[config.mk]
export PLATFORM = sky130hd
export DESIGN_NAME = sprite_scheduler
export DESIGN_NICKNAME = d
export VERILOG_FILES = /design/src/rtl/sprite_scheduler.sv
export SDC_FILE = /design/constraint.sdc
export NUM_CORES = 1
export LEC_CHECK = 0
export ABC_AREA = 1
export CORE_MARGIN = 5
export CORE_UTILIZATION = 40
export CTS_CLUSTER_SIZE = 25
export DETAILED_ROUTE_END_ITERATION = 8
export PLACE_DENSITY = 0.63
export RECOVER_POWER = 25
export SYNTH_ARGS = -nofsm -noshare
export SYNTH_HDL_FRONTEND = slang
export SYNTH_SLANG_ARGS = --single-unit
[constraint.sdc]
create_clock -name clk -period 11 [get_ports clk]
set_input_delay 2.2 -clock clk [delete_from_list [all_inputs] [get_ports clk]]
set_output_delay 2.2 -clock clk [all_outputs]
set_load 0.02 [all_outputs]
[src/rtl/sprite_scheduler.sv]
// -----------------------------------------------------------------------------
// sprite_scheduler
//
// Walks a host-written table of sprite draw jobs once per frame and feeds each
// valid entry, in ascending index order, to the single shared sprite_render
// engine. Higher indices therefore draw over lower ones.
//
// Optional feature: define SPRITE_CLIP_EN to skip entries whose drawn
// rectangle extends past the right or bottom screen edge.
//
// Ports:
//   clk, rst            clock, asynchronous active-high reset
//   frame_start         one-cycle pulse that starts a table walk
//   wr_en, wr_idx       table write strobe and entry index
//   wr_valid, wr_x, wr_y, wr_scale, wr_id   entry fields to write
//   rnd_rst             one-cycle renderer reset (LOAD state)
//   rnd_enable          renderer enable (RUN state)
//   rnd_sx, rnd_sy, rnd_scale, rnd_id       parameters of the sprite in flight
//   rnd_drawing         renderer busy indication
//   busy                a table walk is in progress
//   frame_done          one-cycle pulse when the walk ends
//   overrun             sticky: frame_start arrived while not idle
//   timeout_err         sticky: renderer never started within START_TIMEOUT
// -----------------------------------------------------------------------------
module sprite_scheduler #(
  parameter int NUM_SPRITES   = 8,
  parameter int CORDW         = 10,
  parameter int IDW           = 4,
  parameter int SPR_WIDTH     = 32,
  parameter int SPR_HEIGHT    = 32,
  parameter int SCREEN_W      = 800,
  parameter int SCREEN_H      = 480,
  parameter int START_TIMEOUT = 15
) (
  input  logic                           clk,
  input  logic                           rst,
  input  logic                           frame_start,
  input  logic                           wr_en,
  input  logic [$clog2(NUM_SPRITES)-1:0] wr_idx,
  input  logic                           wr_valid,
  input  logic [CORDW-1:0]               wr_x,
  input  logic [CORDW-1:0]               wr_y,
  input  logic [2:0]                     wr_scale,
  input  logic [IDW-1:0]                 wr_id,
  output logic                           rnd_rst,
  output logic                           rnd_enable,
  output logic [CORDW-1:0]               rnd_sx,
  output logic [CORDW-1:0]               rnd_sy,
  output logic [2:0]                     rnd_scale,
  output logic [IDW-1:0]                 rnd_id,
  input  logic                           rnd_drawing,
  output logic                           busy,
  output logic                           frame_done,
  output logic                           overrun,
  output logic                           timeout_err
);

  localparam int IW  = $clog2(NUM_SPRITES);
  localparam int CW4 = CORDW + 4;
  localparam int TW  = $clog2(START_TIMEOUT + 1);

`ifdef SPRITE_CLIP_EN
  localparam bit CLIP_EN = 1'b1;
`else
  localparam bit CLIP_EN = 1'b0;
`endif

  typedef enum logic [2:0] {S_IDLE, S_SCAN, S_LOAD, S_RUN, S_DONE} state_t;

  typedef struct packed {
    logic             valid;
    logic [CORDW-1:0] x;
    logic [CORDW-1:0] y;
    logic [2:0]       scale;
    logic [IDW-1:0]   id;
  } entry_t;

  state_t         r_state, w_next;
  entry_t         r_table [NUM_SPRITES];
  logic [IW-1:0]  r_idx;
  logic           r_seen;
  logic [TW-1:0]  r_cnt;

  entry_t         w_entry;
  logic [CW4-1:0] w_mult, w_end_x, w_end_y;
  logic           w_oob, w_clip, w_draw, w_last, w_timeout, w_complete;

  // Sprite table. The index width exactly spans the table (power-of-2 size),
  // so every write address is in range.
  // NOTE: the table is a register array, not RAM, so it can and must be
  // cleared by reset; a RAM-style table would need a clearing walk instead.
  always_ff @(posedge clk or posedge rst) begin
    if (rst) begin
      for (int i = 0; i < NUM_SPRITES; i++) r_table[i] <= '0;
    end else if (wr_en) begin
      r_table[wr_idx] <= {wr_valid, wr_x, wr_y, wr_scale, wr_id};
    end
  end

  // A write landing in the same cycle as SCAN/LOAD reads the old entry,
  // because the table only updates on the closing edge.
  assign w_entry = r_table[r_idx];

  // Bounds check in CORDW+4 bits; drawn size is SPR_*·(scale+1).
  assign w_mult  = CW4'(w_entry.scale) + CW4'(1);
  assign w_end_x = CW4'(w_entry.x) + CW4'(SPR_WIDTH) * w_mult;
  assign w_end_y = CW4'(w_entry.y) + CW4'(SPR_HEIGHT) * w_mult;
  assign w_oob   = (w_end_x > CW4'(SCREEN_W)) || (w_end_y > CW4'(SCREEN_H));
  assign w_clip  = CLIP_EN & w_oob;

  assign w_draw     = w_entry.valid & ~w_clip;
  assign w_last     = (r_idx == IW'(NUM_SPRITES - 1));
  assign w_timeout  = ~r_seen & (r_cnt == TW'(START_TIMEOUT - 1));
  assign w_complete = (r_seen & ~rnd_drawing) | w_timeout;

  // State register.
  // NOTE: every clocked block uses non-blocking assignments so all registers
  // update from pre-edge values, independent of block ordering.
  always_ff @(posedge clk or posedge rst) begin
    if (rst) r_state <= S_IDLE;
    else     r_state <= w_next;
  end

  // Next-state logic.
  // NOTE: the default assignment at the top keeps every path assigned, so no
  // latch is inferred.
  always_comb begin
    w_next = r_state;
    case (r_state)
      S_IDLE: if (frame_start) w_next = S_SCAN;
      S_SCAN: begin
        if (w_draw)      w_next = S_LOAD;
        else if (w_last) w_next = S_DONE;
      end
      S_LOAD: w_next = S_RUN;
      S_RUN:  if (w_complete) w_next = w_last ? S_DONE : S_SCAN;
      S_DONE: w_next = S_IDLE;
      default: w_next = S_IDLE;
    endcase
  end

  // State-decoded outputs.
  always_comb begin
    busy       = 1'b0;
    rnd_rst    = 1'b0;
    rnd_enable = 1'b0;
    frame_done = 1'b0;
    case (r_state)
      S_SCAN: busy = 1'b1;
      S_LOAD: begin busy = 1'b1; rnd_rst    = 1'b1; end
      S_RUN:  begin busy = 1'b1; rnd_enable = 1'b1; end
      S_DONE: frame_done = 1'b1;
      default: ;
    endcase
  end

  // Walk index, renderer parameters, start watchdog and sticky flags.
  always_ff @(posedge clk or posedge rst) begin
    if (rst) begin
      r_idx       <= '0;
      r_seen      <= 1'b0;
      r_cnt       <= '0;
      rnd_sx      <= '0;
      rnd_sy      <= '0;
      rnd_scale   <= '0;
      rnd_id      <= '0;
      overrun     <= 1'b0;
      timeout_err <= 1'b0;
    end else begin
      if (frame_start && r_state != S_IDLE) overrun <= 1'b1;
      case (r_state)
        S_IDLE: if (frame_start) r_idx <= '0;
        S_SCAN: if (!w_draw && !w_last) r_idx <= r_idx + IW'(1);
        S_LOAD: begin
          rnd_sx    <= w_entry.x;
          rnd_sy    <= w_entry.y;
          rnd_scale <= w_entry.scale;
          rnd_id    <= w_entry.id;
          r_seen    <= 1'b0;
          r_cnt     <= '0;
        end
        S_RUN: begin
          if (rnd_drawing) r_seen <= 1'b1;
          // Saturate; the count only matters until the renderer starts.
          if (r_cnt != TW'(START_TIMEOUT)) r_cnt <= r_cnt + TW'(1);
          if (w_timeout) timeout_err <= 1'b1;
          if (w_complete && !w_last) r_idx <= r_idx + IW'(1);
        end
        default: ;
      endcase
    end
  end

endmodule

* Word level (Yosys, flattened, before mapping)
Cells that the tools add are included.
** Storage, ports and cells
- Flip-flop bits (word level) :: 264
- Bits of input ports :: 36
- Output and inout port bits :: 33
- Logic and storage cells :: 116
** Cells by class
- Reduce and logical (&&, ||, !) cells :: 16
- Multiplexer cells :: 24
- Bitwise operators :: 7
- $add $sub $neg :: 2
- Order comparisons :: 3
- Eq/ne operators :: 14
** Operators by type and width (count)
- $bwmux W224 :: 1
- $bmux W28 S3 :: 1
- $demux W28 S3 :: 1
- $mux W28 :: 3
- $mux W3 :: 8
- $ne A2 B2 Y1 const B :: 6
- $pmux W3 S4 :: 1
- $pmux W3 S3 :: 1
- $ge A4 B4 Y1 const B :: 2
- $not A3 Y4 :: 2
- $pmux W4 S2 :: 1
- $eq A3 B2 Y1 const B :: 2
- $eq A3 B3 Y1 const B :: 2
- $reduce_and A2 Y1 :: 3
- $reduce_bool A3 Y1 :: 2
- $mux W1 :: 5
- $add A4 B1 Y4 const B :: 1
- $eq A4 B4 Y1 const B :: 1
- $logic_and A1 B1 Y1 :: 4
- $lt A4 B1 Y1 const B :: 1
- $mux W4 :: 1
- $ne A4 B4 Y1 const B :: 1
- $reduce_and A4 Y1 :: 1
- $add A3 B1 Y3 const B :: 1
- other kinds (11) :: 14

* Depth between registers and ports, before layout
- Depth in word-level cells :: 8
- Mapped depth :: 10
- Mapped depth without buffers :: 10

* Worst setup path after synthesis
OpenSTA, ideal clock, no wires.
- Kind :: register to output
- From :: register r_state[2]
- To :: output rnd_rst
- Data required time :: 8.800 ns
- Data arrival time :: 1.033 ns
- Path buffers :: 2
- Stages on the path, launching flop included :: 6
- Setup slack :: 7.767 ns
- Path through :: dfrtp_1 inv_2 nand2_1 nor2_1 buf_4 buf_4
** Between the ends
- Word-level cells in the longest chain between the ends :: 2
** RTL lines
- start: declaration :: RTL line 78 : state_t r_state, w_next;
- start signal: assignment :: RTL line 121 : else r_state <= w_next;
- $eq A3 B2 Y1 :: RTL line 148 : case (r_state)
- $mux W1 :: RTL line 148
- end: declaration :: RTL line 45 : output logic rnd_rst,
Every way passes these cells.

==> results.sh <==
export IMPL_numPortBuffers=68
export IMPL_ir_drop_mv=0.122
export IMPL_worst_skew_pair_late_latency_ps=540
export IMPL_worst_endpoint_arrival_ps=6720
export IMPL_setup_viol=0
export IMPL_hold_violations=0
export IMPL_dr_pass1_iters=7
export IMPL_pwr_share_seq_pct=41.5
export IMPL_vias=9159
export IMPL_synthDistinctLibCells=27
export IMPL_rsz0062_at_grt="no"
export IMPL_drive_gt1_share_pct=5.55
export IMPL_synth_area_um2=11600
export IMPL_p_leak_nw=6.05
export IMPL_yosys_warnings=0
export IMPL_yosys_top_cells_area="dfrtp_1 (57%), o21ai_0 (12%), nand2_1 (9.7%)"
export IMPL_synth_seq_area_share_pct=57.2
export IMPL_clock_fmax_mhz=158
export IMPL_internal_power_mw=2.06
export IMPL_worstHoldPathType="reg -> reg"
export IMPL_start_kind="input pin"
export IMPL_cts_root_buf="clkbuf_16"
export IMPL_drc_errors=0
export IMPL_worst_ep_required_time_ps=11410
export IMPL_clock_sink_count=264
export IMPL_postRouteWirelength_um=29500
export IMPL_grt_pass1_vias=8660
export IMPL_htreeDepth=1
export IMPL_avgSynthCellArea_um2=8.80
export IMPL_violations="max-capacitance violations, max-slew violations"
export IMPL_post_cts_buffers=0
export IMPL_p_clk_share_pct=28.8
export IMPL_cts_buffers=29
export IMPL_crit_path_end_kind="asynchronous set/reset pin"
export IMPL_use_met2_pct=29.0
export IMPL_clk_pin_slew_ps=50
export IMPL_drtIter0Drc=787
export IMPL_cts_tree="yes"
export IMPL_ys_ff_latch=264
export IMPL_grt_busiest_layer="met2"
export IMPL_whs_ps=459
export IMPL_critPathMaxFanout=113
export IMPL_gp_congestion=0.780
export IMPL_grt_pass1_wl_um=48300
export IMPL_wl_per_cell_um=17.0
export IMPL_grt_usage_pct=17.9
export IMPL_grtUsageMet1_pct=25.9
export IMPL_fin_setup_tns_ps=0
export IMPL_ctsHoldBuffers=0
export IMPL_combPwrFrac_pct=29.7
export IMPL_dieArea_um2=32400
export IMPL_core_area_um2=28600
export IMPL_cap_violations=2
export IMPL_die_y_um=180
export IMPL_rows=62
export IMPL_syn_inst=1313
export IMPL_die_x_um=180
export IMPL_grt_ovfl_total=0
export IMPL_ant_nets=0
export IMPL_criticalPathCategory="in -> async"
export IMPL_viasPerCell=5.28
export IMPL_slew_headroom_pct=-234
export IMPL_grt_max_degree=114
export IMPL_synth_top_area_share_pct=57.2
export IMPL_start_util_pct=40.4
export IMPL_switching_share_pct=34.8
export IMPL_worst_slew_pin_slew_ps=4990
export IMPL_cts_resized=0
export IMPL_place_hpwl_um=15600
export IMPL_timing_final_crit_period_ps=6310
export IMPL_clock_skew_ps=18.5
export IMPL_timing_final_crit_share_pct=57.4
export IMPL_syn2layout_area_growth_pct=14.3
export IMPL_switching_power_mw=1.10
export IMPL_syn_nets=1354
export IMPL_io_pins=69
export IMPL_antenna_found_initial=0
export IMPL_clk_path_buf_depth=3
export IMPL_yosysTopAreaCell="dfrtp_1"
export IMPL_num_antenna_cells=0
export IMPL_power_density_nw_per_um2=239
export IMPL_slew_violations=133
export IMPL_grtUsageMet3_pct=2.59
export IMPL_fin_nets=1371
export IMPL_outcome="finished with violations"
-- synthesized netlist by cell type --
cell type / n
nand2_2: 3
a21o_1: 1
clkbuf_1: 37
o221ai_1: 47
o211ai_1: 15
o211ai_2: 1
o21ai_1: 38
ha_1: 5
nor3_1: 2
buf_4: 7
o21bai_1: 2
inv_1: 61
a21oi_1: 23
inv_2: 3
buf_6: 11
buf_1: 3
clkinv_1: 1
or2_2: 1
buf_2: 37
o21ai_0: 272
nand2_1: 298
nor2_1: 132
nand3_1: 44
a22oi_1: 2
dfrtp_1: 264
nor2_4: 1
nor2_2: 2
-- flip-flops by register name (all words and copies together) (netlist names) --
signal	cells
r_table	224
rnd_sx	10
rnd_sy	10
r_cnt	4
rnd_id	4
r_idx	3
r_state	3
rnd_scale	3
overrun	1
r_seen	1
timeout_err	1
-- critical path: stages --
cell	delay, ps
dlygate4sd3_1	540
clkinvlp_2	2740
buf_4	1080
-- through the flow --
stage                     total power [mW]  worst slack (ps)  utilization [%]  std cells  area, um2
after detailed placement              2.27              6280             43.1       1683      12300
after CTS                             3.19              5700             46.3       1735      13200
after floorplan                       1.99              1530                -       1313      11600
after global placement                2.25              6340             43.1       1683      12300
final                                 3.15              4690             46.2       1735      13200
after global routing                  3.37              3710             46.2       1735      13200
-- final timing paths --
| check | to | cells after the start | from | slack, ps |
|---|---|---|---|---|
| max in group clk | rnd_rst | 5 | r_state[2] | 4820 |
| min in group asynchronous | r_table[206] | 2 | rst | 3620 |
| setup / recovery | r_idx[0] | 3 | rst | 4690 |
| hold reg to reg | overrun | 1 | overrun | 460 |
| hold / removal | overrun | 1 | overrun | 460 |
| setup reg to reg | rnd_sx[1] | 8 | r_state[2] | 6770 |
-- kinds of logic after synthesis --
kind of cell               count (synthesis)  synth area share [%]
DFF                                      264                  57.2
adders and majority gates                  5                 0.541
and+or+nand+nor                          483                  16.4
buffers and inverters                    160                  6.54
AOI/OAI and AO/OA                        401                  19.4
-- layout make-up --
class	count	area, um2
clock buffers	44	852
clock inverters	8	42.5
fillers	2780	15400
inverters	65	245
multi-input cells	889	4210
flip-flops and latches	264	6610
well taps	384	480
repair buffers	81	771
-- cells in the final DEF, fill, tap and decap left out, drive strengths merged --
| master | n |
|---|---|
| a21o | 1 |
| nand2 | 301 |
| buf | 11 |
| a22oi | 2 |
| o211ai | 16 |
| o221ai | 47 |
| clkbuf | 46 |
| clkinv | 8 |
| o21ai | 310 |
| nor2 | 135 |
| ha | 5 |
| a21oi | 23 |
| dlygate4sd3 | 2 |
| inv | 63 |
| or2 | 1 |
| nor3 | 2 |
| dfrtp | 264 |
| clkinvlp | 2 |
| o21bai | 2 |
| clkdlybuf4s50 | 66 |
| nand3 | 44 |
-- layer usage --
layer / up-vias / share of wire (%) / routed length [um]
met5: - / 0 / 0
met4: 0 / 1.7 / 514
met3: 36 / 3.7 / 1080
met2: 173 / 47 / 13700
met1: 4519 / 48 / 14200
li1: 4431 / - / -
-- power groups by stage --
stage	Combinational [mW]	Sequential (mW)	Clock, mW
global route	1.06	1.33	0.974
floorplan	0.652	1.34	0
finish	0.936	1.31	0.909
CTS	0.952	1.31	0.933
global placement	0.932	1.32	0
detailed placement	0.946	1.32	0
Note: power is estimated with default switching activity, not from simulation.
==> RTL change: new RTL, same flow settings <==
Put one more register stage on the output `rnd_sy`, cleared by the reset. The value now appears one clock later. The other outputs are not delayed to match.
--- a/src/rtl/sprite_scheduler.sv
+++ b/src/rtl/sprite_scheduler.sv
@@ -75,6 +75,8 @@
     logic [IDW-1:0]   id;
   } entry_t;
 
+  logic [CORDW-1:0] rnd_sy_s0;
+
   state_t         r_state, w_next;
   entry_t         r_table [NUM_SPRITES];
   logic [IW-1:0]  r_idx;
@@ -161,7 +163,7 @@
       r_seen      <= 1'b0;
       r_cnt       <= '0;
       rnd_sx      <= '0;
-      rnd_sy      <= '0;
+      rnd_sy_s0   <= '0;
       rnd_scale   <= '0;
       rnd_id      <= '0;
       overrun     <= 1'b0;
@@ -173,7 +175,7 @@
         S_SCAN: if (!w_draw && !w_last) r_idx <= r_idx + IW'(1);
         S_LOAD: begin
           rnd_sx    <= w_entry.x;
-          rnd_sy    <= w_entry.y;
+          rnd_sy_s0 <= w_entry.y;
           rnd_scale <= w_entry.scale;
           rnd_id    <= w_entry.id;
           r_seen    <= 1'b0;
@@ -191,5 +193,13 @@
     end
   end
 
+  always_ff @(posedge clk or posedge rst) begin
+    if (rst) begin
+      rnd_sy <= '0;
+    end else begin
+      rnd_sy <= rnd_sy_s0;
+    end
+  end
+
 endmodule
 
Formal check against the unedited RTL: not equivalent (a bounded check fails within 4 cycles, from zero or initial values and one cycle with rst high).
==> RTL change against the unedited design <==
The flow still finishes with violations (capacitance limit, slew limit). Power rose by 4.0%. Clock skew down 0.0067 ns. Largest cell class unchanged. Setup slack lost 0.46 ns. Global-route usage down 0.058 points. Hold slack worse by 0.085 ns. Sequential cell count is 10 higher. Synthesized area grew 2.6%. Wire length rose by 0.59%. Combinational power fell by 2.7%. Design area grew 2.5%.
==> RTL change: results (changes against the unedited design) <==
| Metric | Value |
|---|---|
| Hold path depth | 0 (was 1) |
| Worst IR Drop VDD | 0.000161 V (was 0.000122 V) |
| Top cells by area, synth | dfrtp_1, o21ai_0, nand2_1, nor2_1, o221ai_1 (unchanged) |
| Max Cap Violations | 3 (was 2) |
| Starting DRT DRC Count | 861 (was 787) |
| First-pass GRT wire length | 49100 um (was 48300 um) |
| Sw frac | 34.2% (was 34.8%) |
| Cells after DPL | 1700 (was 1683) |
| CP Max Fanout | 135 (was 113) |
| WHS | 0.374 ns (was 0.459 ns) |
| Worst min-delay path endpoint | rnd_sy[5] (was overrun) |
| Critical Path AT | 7.31 ns (was 6.72 ns) |
| Leakage Power | 6.21 nW (was 6.05 nW) |
| R2r endpoint | r_idx[2] (was rnd_sx[1]) |
| Overall Global Routing Usage | 17.8% (was 17.9%) |
| Post-DP HPWL | 15300 um (was 15600 um) |
| Share of layout cells above drive strength 1 | 5.51% (was 5.55%) |
| Final non-filler cell total | 1752 (was 1735) |
| Largest net degree at the start of global routing | 136 (was 114) |
| Syn Inst Count | 1328 (was 1313) |
| Worst Skew | 0.0118 ns (was 0.0185 ns) |
| Origin of the critical flop-to-flop path | r_idx[2] (was r_state[2]) |
| Fill cells | 2880 (was 2780) |
| Via count | 9310 (was 9159) |
| Worst R2R Path Depth | 9 (was 8) |
| Status | complete, but fails checks (unchanged) |
| Failing checks | capacitance limit, slew limit (unchanged) |
| CP max stage delay | 3.31 ns (was 2.74 ns) |
| Post-synth cell types | 33 (was 27) |
| Slew Limit Fails | 198 (was 133) |
| Sequential area share after synthesis | 57.8% (was 57.2%) |
## RTL change: changes by cell type in the layout (fill, tap and decap cells not counted), sizes merged, moves of 2 or more
| cell | unedited run | this run |
|---|---|---|
| buf | 11 | 6 |
| o21ai | 310 | 318 |
| o211ai | 16 | 9 |
| dfrtp | 264 | 274 |
| inv | 63 | 70 |
| bufinv | 0 | 2 |
| o221ai | 47 | 50 |
| a21oi | 23 | 18 |
| clkinv | 8 | 6 |
## RTL change: cells by family after synthesis
logic type,synth area share (%)
AOI/OAI and AO/OA,18.8
and+or+nand+nor,16.2
buffers and inverters,6.86
adders and majority gates,0.422
DFF,57.8
## RTL change: through the flow
| stage | cell area [um^2] | setup slack [ns] |
|---|---|---|
| floorplan | 11900 | 1.25 |
| global placement | 12600 | 6.53 |
| detailed placement | 12600 | 6.54 |
| CTS | 13600 | 6.37 |
| global route | 13500 | 3.21 |
| finish | 13500 | 4.23 |
## RTL change: worst max-delay path by stage
stage          startpoint          end  slack, ns  cells after the start
2_1_floorplan         rst      overrun       1.25                      1
3_3_place_gp          rst   r_table[2]       6.53                      3
3_5_place_dp          rst   r_table[2]       6.54                      3
4_1_cts        r_state[2]      rnd_rst       6.37                      5
5_1_grt               rst  r_table[58]       3.21                      3
6_report              rst   r_table[2]       4.23                      3
## RTL change: power groups by stage
| stage | registers [mW] | clock network [mW] | logic, mW |
|---|---|---|---|
| global placement | 1.40 | 0 | 0.900 |
| detailed placement | 1.40 | 0 | 0.917 |
| floorplan | 1.40 | 0 | 0.650 |
| CTS | 1.39 | 1.00 | 0.922 |
| global route | 1.42 | 1.05 | 1.03 |
| finish | 1.39 | 0.983 | 0.911 |
## RTL change: metal layers
| metal | global-route usage (%) | share of wire [%] | vias up |
|---|---|---|---|
| li1 | - | - | 4469 |
| met1 | 25.1 | 46 | 4538 |
| met2 | 29.3 | 47 | 261 |
| met3 | 2.25 | 5.2 | 42 |
| met4 | 4.80 | 2.0 | 0 |
| met5 | 0 | 0 | - |
## RTL change: final cells by class
| class | instances | area (um^2) | area share [%] |
|---|---|---|---|
| multi-input cells | 888 | 4220 | 31.1 |
| well taps | 390 | 488 | 3.60 |
| clock inverters | 9 | 101 | 0.748 |
| clock buffers | 43 | 868 | 6.41 |
| repair buffers | 77 | 737 | 5.44 |
| inverters | 71 | 273 | 2.01 |
| flip-flops and latches | 274 | 6860 | 50.7 |
